## src/rtl/inst_mem_loader_if.sv

```systemverilog
// Word stream in, byte write port out, for the instruction memory loader.
// Combinational bundle only; no latency of its own.
// Backpressure: word_ready from the loader throttles the word source.
//
// Signals:
//   word_valid / word_data / word_last : word source -> loader
//   word_ready                         : loader -> word source
//   mem_we / mem_addr / mem_wdata      : loader -> instruction memory byte port
interface inst_mem_loader_if;
    logic        word_valid;
    logic [31:0] word_data;
    logic        word_last;
    logic        word_ready;
    logic        mem_we;
    logic [31:0] mem_addr;
    logic [7:0]  mem_wdata;

    // Host side: drives words, observes the memory write port.
    modport master (
        output word_valid, word_data, word_last,
        input  word_ready, mem_we, mem_addr, mem_wdata
    );

    // Loader side.
    modport slave (
        input  word_valid, word_data, word_last,
        output word_ready, mem_we, mem_addr, mem_wdata
    );
endinterface

```

## src/rtl/inst_mem_loader.sv

```systemverilog
// Loads 32-bit instruction words into byte-addressed memory, little-endian, from BASE_ADDR.
// First byte write 1 cycle after handshake; 4 byte writes per word, at most one word per 5 cycles.
// Backpressure: word_ready only in ACCEPT; a held word_valid is not consumed until then.
//
// Ports:
//   clk, reset     : clock, synchronous active-high reset
//   start          : begin a load session (sampled in IDLE/DONE only)
//   bus (slave)    : word stream in, memory byte write port out
//   busy / done    : session in progress / session finished
//   error          : MAX_WORDS reached without word_last
//   word_count     : words fully written this (or the last) session, saturating
module inst_mem_loader #(
    parameter logic [31:0] BASE_ADDR = 32'h00400000,
    parameter int unsigned MAX_WORDS = 1024
) (
    input  logic                clk,
    input  logic                reset,
    input  logic                start,
    inst_mem_loader_if.slave    bus,
    output logic                busy,
    output logic                done,
    output logic                error,
    output logic [15:0]         word_count
);

    typedef enum logic [1:0] {
        IDLE,
        ACCEPT,
        WRITE,
        DONE
    } state_t;

    state_t      state;
    logic [31:0] ptr;        // byte address of byte 0 of the current word
    logic [31:0] word_q;
    logic        last_q;
    logic [1:0]  byte_idx;   // byte currently presented on the write port

    logic [15:0] count_inc;
    logic [1:0]  byte_nxt;
    logic [31:0] word_shift;
    logic [7:0]  next_byte;

    assign count_inc  = (word_count == 16'hFFFF) ? word_count : word_count + 16'd1;
    assign byte_nxt   = byte_idx + 2'd1;
    assign word_shift = word_q >> {byte_nxt, 3'b000};
    assign next_byte  = word_shift[7:0];

    always_ff @(posedge clk) begin
        if (reset) begin
            state          <= IDLE;
            ptr            <= BASE_ADDR;
            word_q         <= 32'd0;
            last_q         <= 1'b0;
            byte_idx       <= 2'd0;
            bus.word_ready <= 1'b0;
            bus.mem_we     <= 1'b0;
            bus.mem_addr   <= 32'd0;
            bus.mem_wdata  <= 8'd0;
            busy           <= 1'b0;
            done           <= 1'b0;
            error          <= 1'b0;
            word_count     <= 16'd0;
        end else begin
            case (state)
                IDLE, DONE: begin
                    if (start) begin
                        state          <= ACCEPT;
                        ptr            <= BASE_ADDR;
                        word_count     <= 16'd0;
                        done           <= 1'b0;
                        error          <= 1'b0;
                        busy           <= 1'b1;
                        bus.word_ready <= 1'b1;
                    end
                end

                ACCEPT: begin
                    if (bus.word_valid && bus.word_ready) begin
                        // Byte 0 is presented straight from the input word so the
                        // first write lands the cycle after the handshake.
                        word_q         <= bus.word_data;
                        last_q         <= bus.word_last;
                        byte_idx       <= 2'd0;
                        bus.word_ready <= 1'b0;
                        bus.mem_we     <= 1'b1;
                        bus.mem_addr   <= ptr;
                        bus.mem_wdata  <= bus.word_data[7:0];
                        state          <= WRITE;
                    end
                end

                WRITE: begin
                    if (byte_idx == 2'd3) begin
                        bus.mem_we <= 1'b0;
                        ptr        <= ptr + 32'd4;
                        word_count <= count_inc;
                        if (last_q) begin
                            // word_last wins even if this word also hits MAX_WORDS.
                            state <= DONE;
                            done  <= 1'b1;
                            busy  <= 1'b0;
                        end else if ({16'd0, count_inc} == MAX_WORDS) begin
                            state <= DONE;
                            done  <= 1'b1;
                            busy  <= 1'b0;
                            error <= 1'b1;
                        end else begin
                            state          <= ACCEPT;
                            bus.word_ready <= 1'b1;
                        end
                    end else begin
                        byte_idx      <= byte_nxt;
                        bus.mem_addr  <= ptr + {30'd0, byte_nxt};
                        bus.mem_wdata <= next_byte;
                    end
                end

                default: state <= IDLE;
            endcase
        end
    end

endmodule
```

## src/flat_wrapper.sv

```systemverilog
// flat-port wrapper written by rule: the top's interface ports become plain ports
module inst_mem_loader_flat 
#(
    parameter logic [31:0] BASE_ADDR = 32'h00400000,
    parameter int unsigned MAX_WORDS = 1024
)
  (clk, reset, start, busy, done, error, word_count, bus_word_valid, bus_word_data, bus_word_last, bus_word_ready, bus_mem_we, bus_mem_addr, bus_mem_wdata);
  inst_mem_loader_if bus_i ();
  input  logic clk;
  input  logic reset;
  input  logic start;
  output logic busy;
  output logic done;
  output logic error;
  output logic [15:0] word_count;
  input wire logic [$bits(bus_i.word_valid)-1:0] bus_word_valid;
  input wire logic [$bits(bus_i.word_data)-1:0] bus_word_data;
  input wire logic [$bits(bus_i.word_last)-1:0] bus_word_last;
  output wire logic [$bits(bus_i.word_ready)-1:0] bus_word_ready;
  output wire logic [$bits(bus_i.mem_we)-1:0] bus_mem_we;
  output wire logic [$bits(bus_i.mem_addr)-1:0] bus_mem_addr;
  output wire logic [$bits(bus_i.mem_wdata)-1:0] bus_mem_wdata;
  assign bus_i.word_valid = bus_word_valid;
  assign bus_i.word_data = bus_word_data;
  assign bus_i.word_last = bus_word_last;
  assign bus_word_ready = bus_i.word_ready;
  assign bus_mem_we = bus_i.mem_we;
  assign bus_mem_addr = bus_i.mem_addr;
  assign bus_mem_wdata = bus_i.mem_wdata;
  inst_mem_loader #(.BASE_ADDR(BASE_ADDR), .MAX_WORDS(MAX_WORDS)) u_core (.clk(clk), .reset(reset), .start(start), .bus(bus_i), .busy(busy), .done(done), .error(error), .word_count(word_count));
endmodule
```

## config.mk

```make
export PLATFORM = sky130hd
export DESIGN_NAME = inst_mem_loader_flat
export DESIGN_NICKNAME = d
export VERILOG_FILES = /design/src/rtl/inst_mem_loader_if.sv /design/src/rtl/inst_mem_loader.sv /design/src/flat_wrapper.sv
export SDC_FILE = /design/constraint.sdc
export NUM_CORES = 1
export LEC_CHECK = 0
export BUFFER_PORTS_ARGS = -buffer_cell sky130_fd_sc_hd__buf_2
export CAP_MARGIN = 0
export CELL_PAD_IN_SITES_DETAIL_PLACEMENT = 0
export CELL_PAD_IN_SITES_GLOBAL_PLACEMENT = 1
export CORE_MARGIN = 3
export CORE_UTILIZATION = 39
export CTS_BUF_LIST = sky130_fd_sc_hd__clkbuf_2 sky130_fd_sc_hd__clkbuf_4 sky130_fd_sc_hd__clkbuf_8
export CTS_CLUSTER_DIAMETER = 40
export DETAILED_ROUTE_END_ITERATION = 12
export PLACE_DENSITY = 0.89
export SYNTH_ARGS = -nofsm -noshare
export SYNTH_HDL_FRONTEND = slang
export SYNTH_SLANG_ARGS = --single-unit
```

## constraint.sdc

```tcl
create_clock -name clk -period 2.67 [get_ports clk]
set_input_delay 0.267 -clock clk [delete_from_list [all_inputs] [get_ports clk]]
set_output_delay 0.267 -clock clk [all_outputs]
set_load 0.1 [all_outputs]
```

==> results.toml <==
[logic_synthesis]
yosysWarningCount = 0
async_flop_share_pct = 0
synth.area.top_cells = "dfxtp_1 44%, nand2_1 8.6%, a21oi_1 6.3%, nor2_1 5.8%, a211oi_1 3.6%"
syn_inst = 717
yosysSeqAreaShare_pct = 43.9
synth_top_flop_cell = "dfxtp_1"
yosysTopAreaCell = "dfxtp_1"
syn_nets = 761
yosysUniqueCellTypes = 51
synth_top_area_share_pct = 43.9
ys_seq_elements = 128
netlist_area_mm2 = 0.00584
syn_avg_cell_area_um2 = 8.15
synth_edf_count = 0

[layout]
fin_nets = 851
syn_to_final_growth_pct = 20.4
post-route-cell-area_mm2 = 0.00703
n_fill_cell = 1461
drive_gt1_share_pct = 23.0
multiInputGateArea_mm2 = 0.00309
antenna_cells = 0
regArea_mm2 = 0.00261
stdcell_count = 1003

[place]
place_congestion = 0.890
dp.cells = 971
placed_area_mm2 = 0.00660
hpwl_mm = 10.1
port_buffers = 97

[critical_path]
end_kind = "register"
reg2reg_setup_slack_ns = 0.15
crit_type = "register to register"
path_cells = "ha_4 -> nand3_1 -> nor4_1 -> mux2_2 -> a2111oi_2 -> and4b_2 -> a21oi_2 -> mux2_4"
required_ns = 3.00
cp_slowest_cell = "dfxtp_4"
worst-endpoint-arrival_ns = 2.85
cp_top_family = "simple AND/OR/NAND/NOR gates"
cp_slowest_stage_delay_ns = 0.43
path_max_fanout = 11
startpoint_type = "register"
path_buf_inv = 0

[sta]
setup_viol = 0
finalHoldViolations = 0
maxSlewViolCount = 0
fin_crit_sh_pct = 94.5
skew_ns = 0.00866
relSlewSlack_pct = 58.0
rsz0062_at_grt = "no"
fmax_mhz = 396
tightestPinTransition_ns = 0.630
min_period_ns = 2.52

[cts]
clk_latency_ns = 0.44
clk_pin_slew_worst_paths_ns = 0.07
root_buffer = "clkbuf_8"
clock_sinks = 128
cts_tree = "yes"
holdBufCountCts = 0
clockBufferDepth = 2
htreeDepth = 4
cts-buffers-inserted = 17

[power_and_ir_drop]
sw_frac_of_total_pct = 48.1
power_frac_seq_pct = 30.5
p_leak_nw = 2.56
pwr-share-comb_pct = 45.8
p_int_mw = 3.93
power_density_mw_per_mm2 = 1080
p_clk_share_pct = 23.8
ir_drop_mv = 0.813
p_sw_mw = 3.64
finalPower_mw = 7.57

[min_path]
hp-class = "primary input to register"

[routing]
firstDrtPassIters = 6
routedWlPerCell_um = 14.5
final_antenna_net_count = 0
vias_per_cell = 5.17
vias = 5188
initialDrtViolationCount = 331
remaining_drc_errors = 0
wirelength_mm = 14.5

[global_route]
grt_start_max_net_pins = 59
grt_pass1_vias = 4790
grt-ovfl-total = 0
track_usage_pct = 17.9
antenna_found_initial = 0
grt_pass1_wl_mm = 23.9

[floorplan]
die_area_mm2 = 0.0165
placementRows = 44
ios = 98
initial_core_util_pct = 40.0
core_mm2 = 0.0146
die_h_um = 128
die_w_um = 128

[run]
maxCapViolCount = 0

[outcome]
outcome = "completed"
-- kinds of logic (layout without fill, tap and decap cells) --
family | Yosys count | after routing | share of synthesized area, %
and+or+nand+nor | 323 | 323 | 24.6
adders and majority gates | 7 | 7 | 1.50
AOI/OAI and AO/OA | 141 | 141 | 14.7
xor gates and xnor gates | 41 | 41 | 6.15
other | 1 | 1 | 0.0642
DFF | 128 | 128 | 43.9
buffers and inverters | 55 | 157 | 3.73
muxes | 21 | 21 | 5.44
-- layer usage --
layer  share of wire, %  vias to the layer above  track usage, %
met5                  0                        -               0
met4                1.2                        0            5.99
met3                5.2                       14            4.86
met2                 45                      111            27.2
met1                 48                     2398            24.7
li1                   -                     2665               -
-- final cells by class --
| cell class | instances | share of cell area, % |
|---|---|---|
| multi-input combinational | 534 | 44.0 |
| sequential | 128 | 37.1 |
| timing repair buffer | 119 | 9.29 |
| clock buffer | 17 | 3.33 |
| tap | 184 | 3.27 |
| clock inverter | 14 | 2.67 |
| inverter | 7 | 0.374 |
-- worst reg2reg max path: cells and delay by family, from the launching register on --
kind	cells	cell delay (ns)
AOI/OAI and AO/OA	2	0.34
and+or+nand+nor	3	0.77
DFF	1	0.43
muxes	2	0.69
adders and majority gates	1	0.19
-- stage by stage --
step / setup TNS [ns] / utilization, % / setup slack (ns) / hold WS, ns
floorplan: -0.00269 / - / -0.00269 / 0.403
global placement: 0 / 45.2 / 0.168 / 0.439
detailed placement: 0 / 45.2 / 0.129 / 0.444
CTS: 0 / 48.1 / 0.126 / 0.0278
global route: 0 / 48.2 / 0.00739 / 0.0274
finish: 0 / 48.2 / 0.146 / 0.0573
-- final timing paths --
kind	endpoint	cells after the start	start
max	u_core.bus.word_ready	8	u_core.word_count[0]
min	u_core.word_q[30]	3	bus_word_data[30]
max reg2reg	u_core.bus.word_ready	8	u_core.word_count[0]
min reg2reg	u_core.bus.mem_addr[29]	2	u_core.bus.mem_addr[29]
-- Yosys cell counts, types with 11 or more instances --
master and count:
a211oi_1 28, nor3_1 19, nand2_1 134, nand3_1 25
o21ai_0 18, xnor2_1 17, nor2_1 91, nor4_1 12
a21oi_1 73, xor2_1 24, nand4_1 11, clkbuf_1 37
dfxtp_1 128
-- registers in the layout, summed over array words and instances (netlist names) --
register	flops
u_core.bus.mem_wdata	8
u_core.word_count	16
u_core.ptr	30
u_core.bus.mem_we	1
u_core.error	1
u_core.byte_idx	2
u_core.last_q	1
u_core.word_q	32
u_core.bus.mem_addr	32
u_core.state	2
u_core.done	1
u_core.busy	1
u_core.bus.word_ready	1
-- power groups by stage --
stage / clock network [mW] / registers (mW) / logic (mW)
finish: 1.80 / 2.31 / 3.46
global route: 1.93 / 2.34 / 3.73
global placement: 0 / 2.35 / 3.46
CTS: 1.84 / 2.31 / 3.49
floorplan: 0 / 3.64 / 1.42
detailed placement: 0 / 2.35 / 3.48
-- timing repair --
action,in CTS,in global routing
buffers inserted,0,1
resized for setup,0,2
setup endpoints to repair,0,2
-- layout by cell type (no fill, tap or decap), types with 2 or more instances in the layout --
master,netlist,layout
mux2i_1,10,10
clkinv_2,0,4
nand4_1,11,11
nand2_1,134,134
mux2_2,2,2
clkbuf_8,0,17
a211oi_1,28,27
a211o_1,2,2
clkinvlp_4,0,2
a22oi_1,3,3
inv_1,7,7
ha_1,7,6
a21oi_1,73,73
nor2b_1,4,4
a311oi_1,5,5
xor2_1,24,24
or2_2,3,3
nor3_1,19,18
nand3b_1,3,3
dfxtp_2,0,6
nor2_1,91,91
mux4_2,8,8
dfxtp_4,0,10
nand3_1,25,25
bufinv_16,0,4
buf_2,4,96
buf_4,1,23
a41oi_1,3,3
and3_1,6,6
o21ai_0,18,18
nor4_1,12,12
nand2b_1,4,4
dfxtp_1,128,112
xnor2_1,17,17
inv_6,0,3
or3_1,3,3
(Power assumes the default switching activity.)
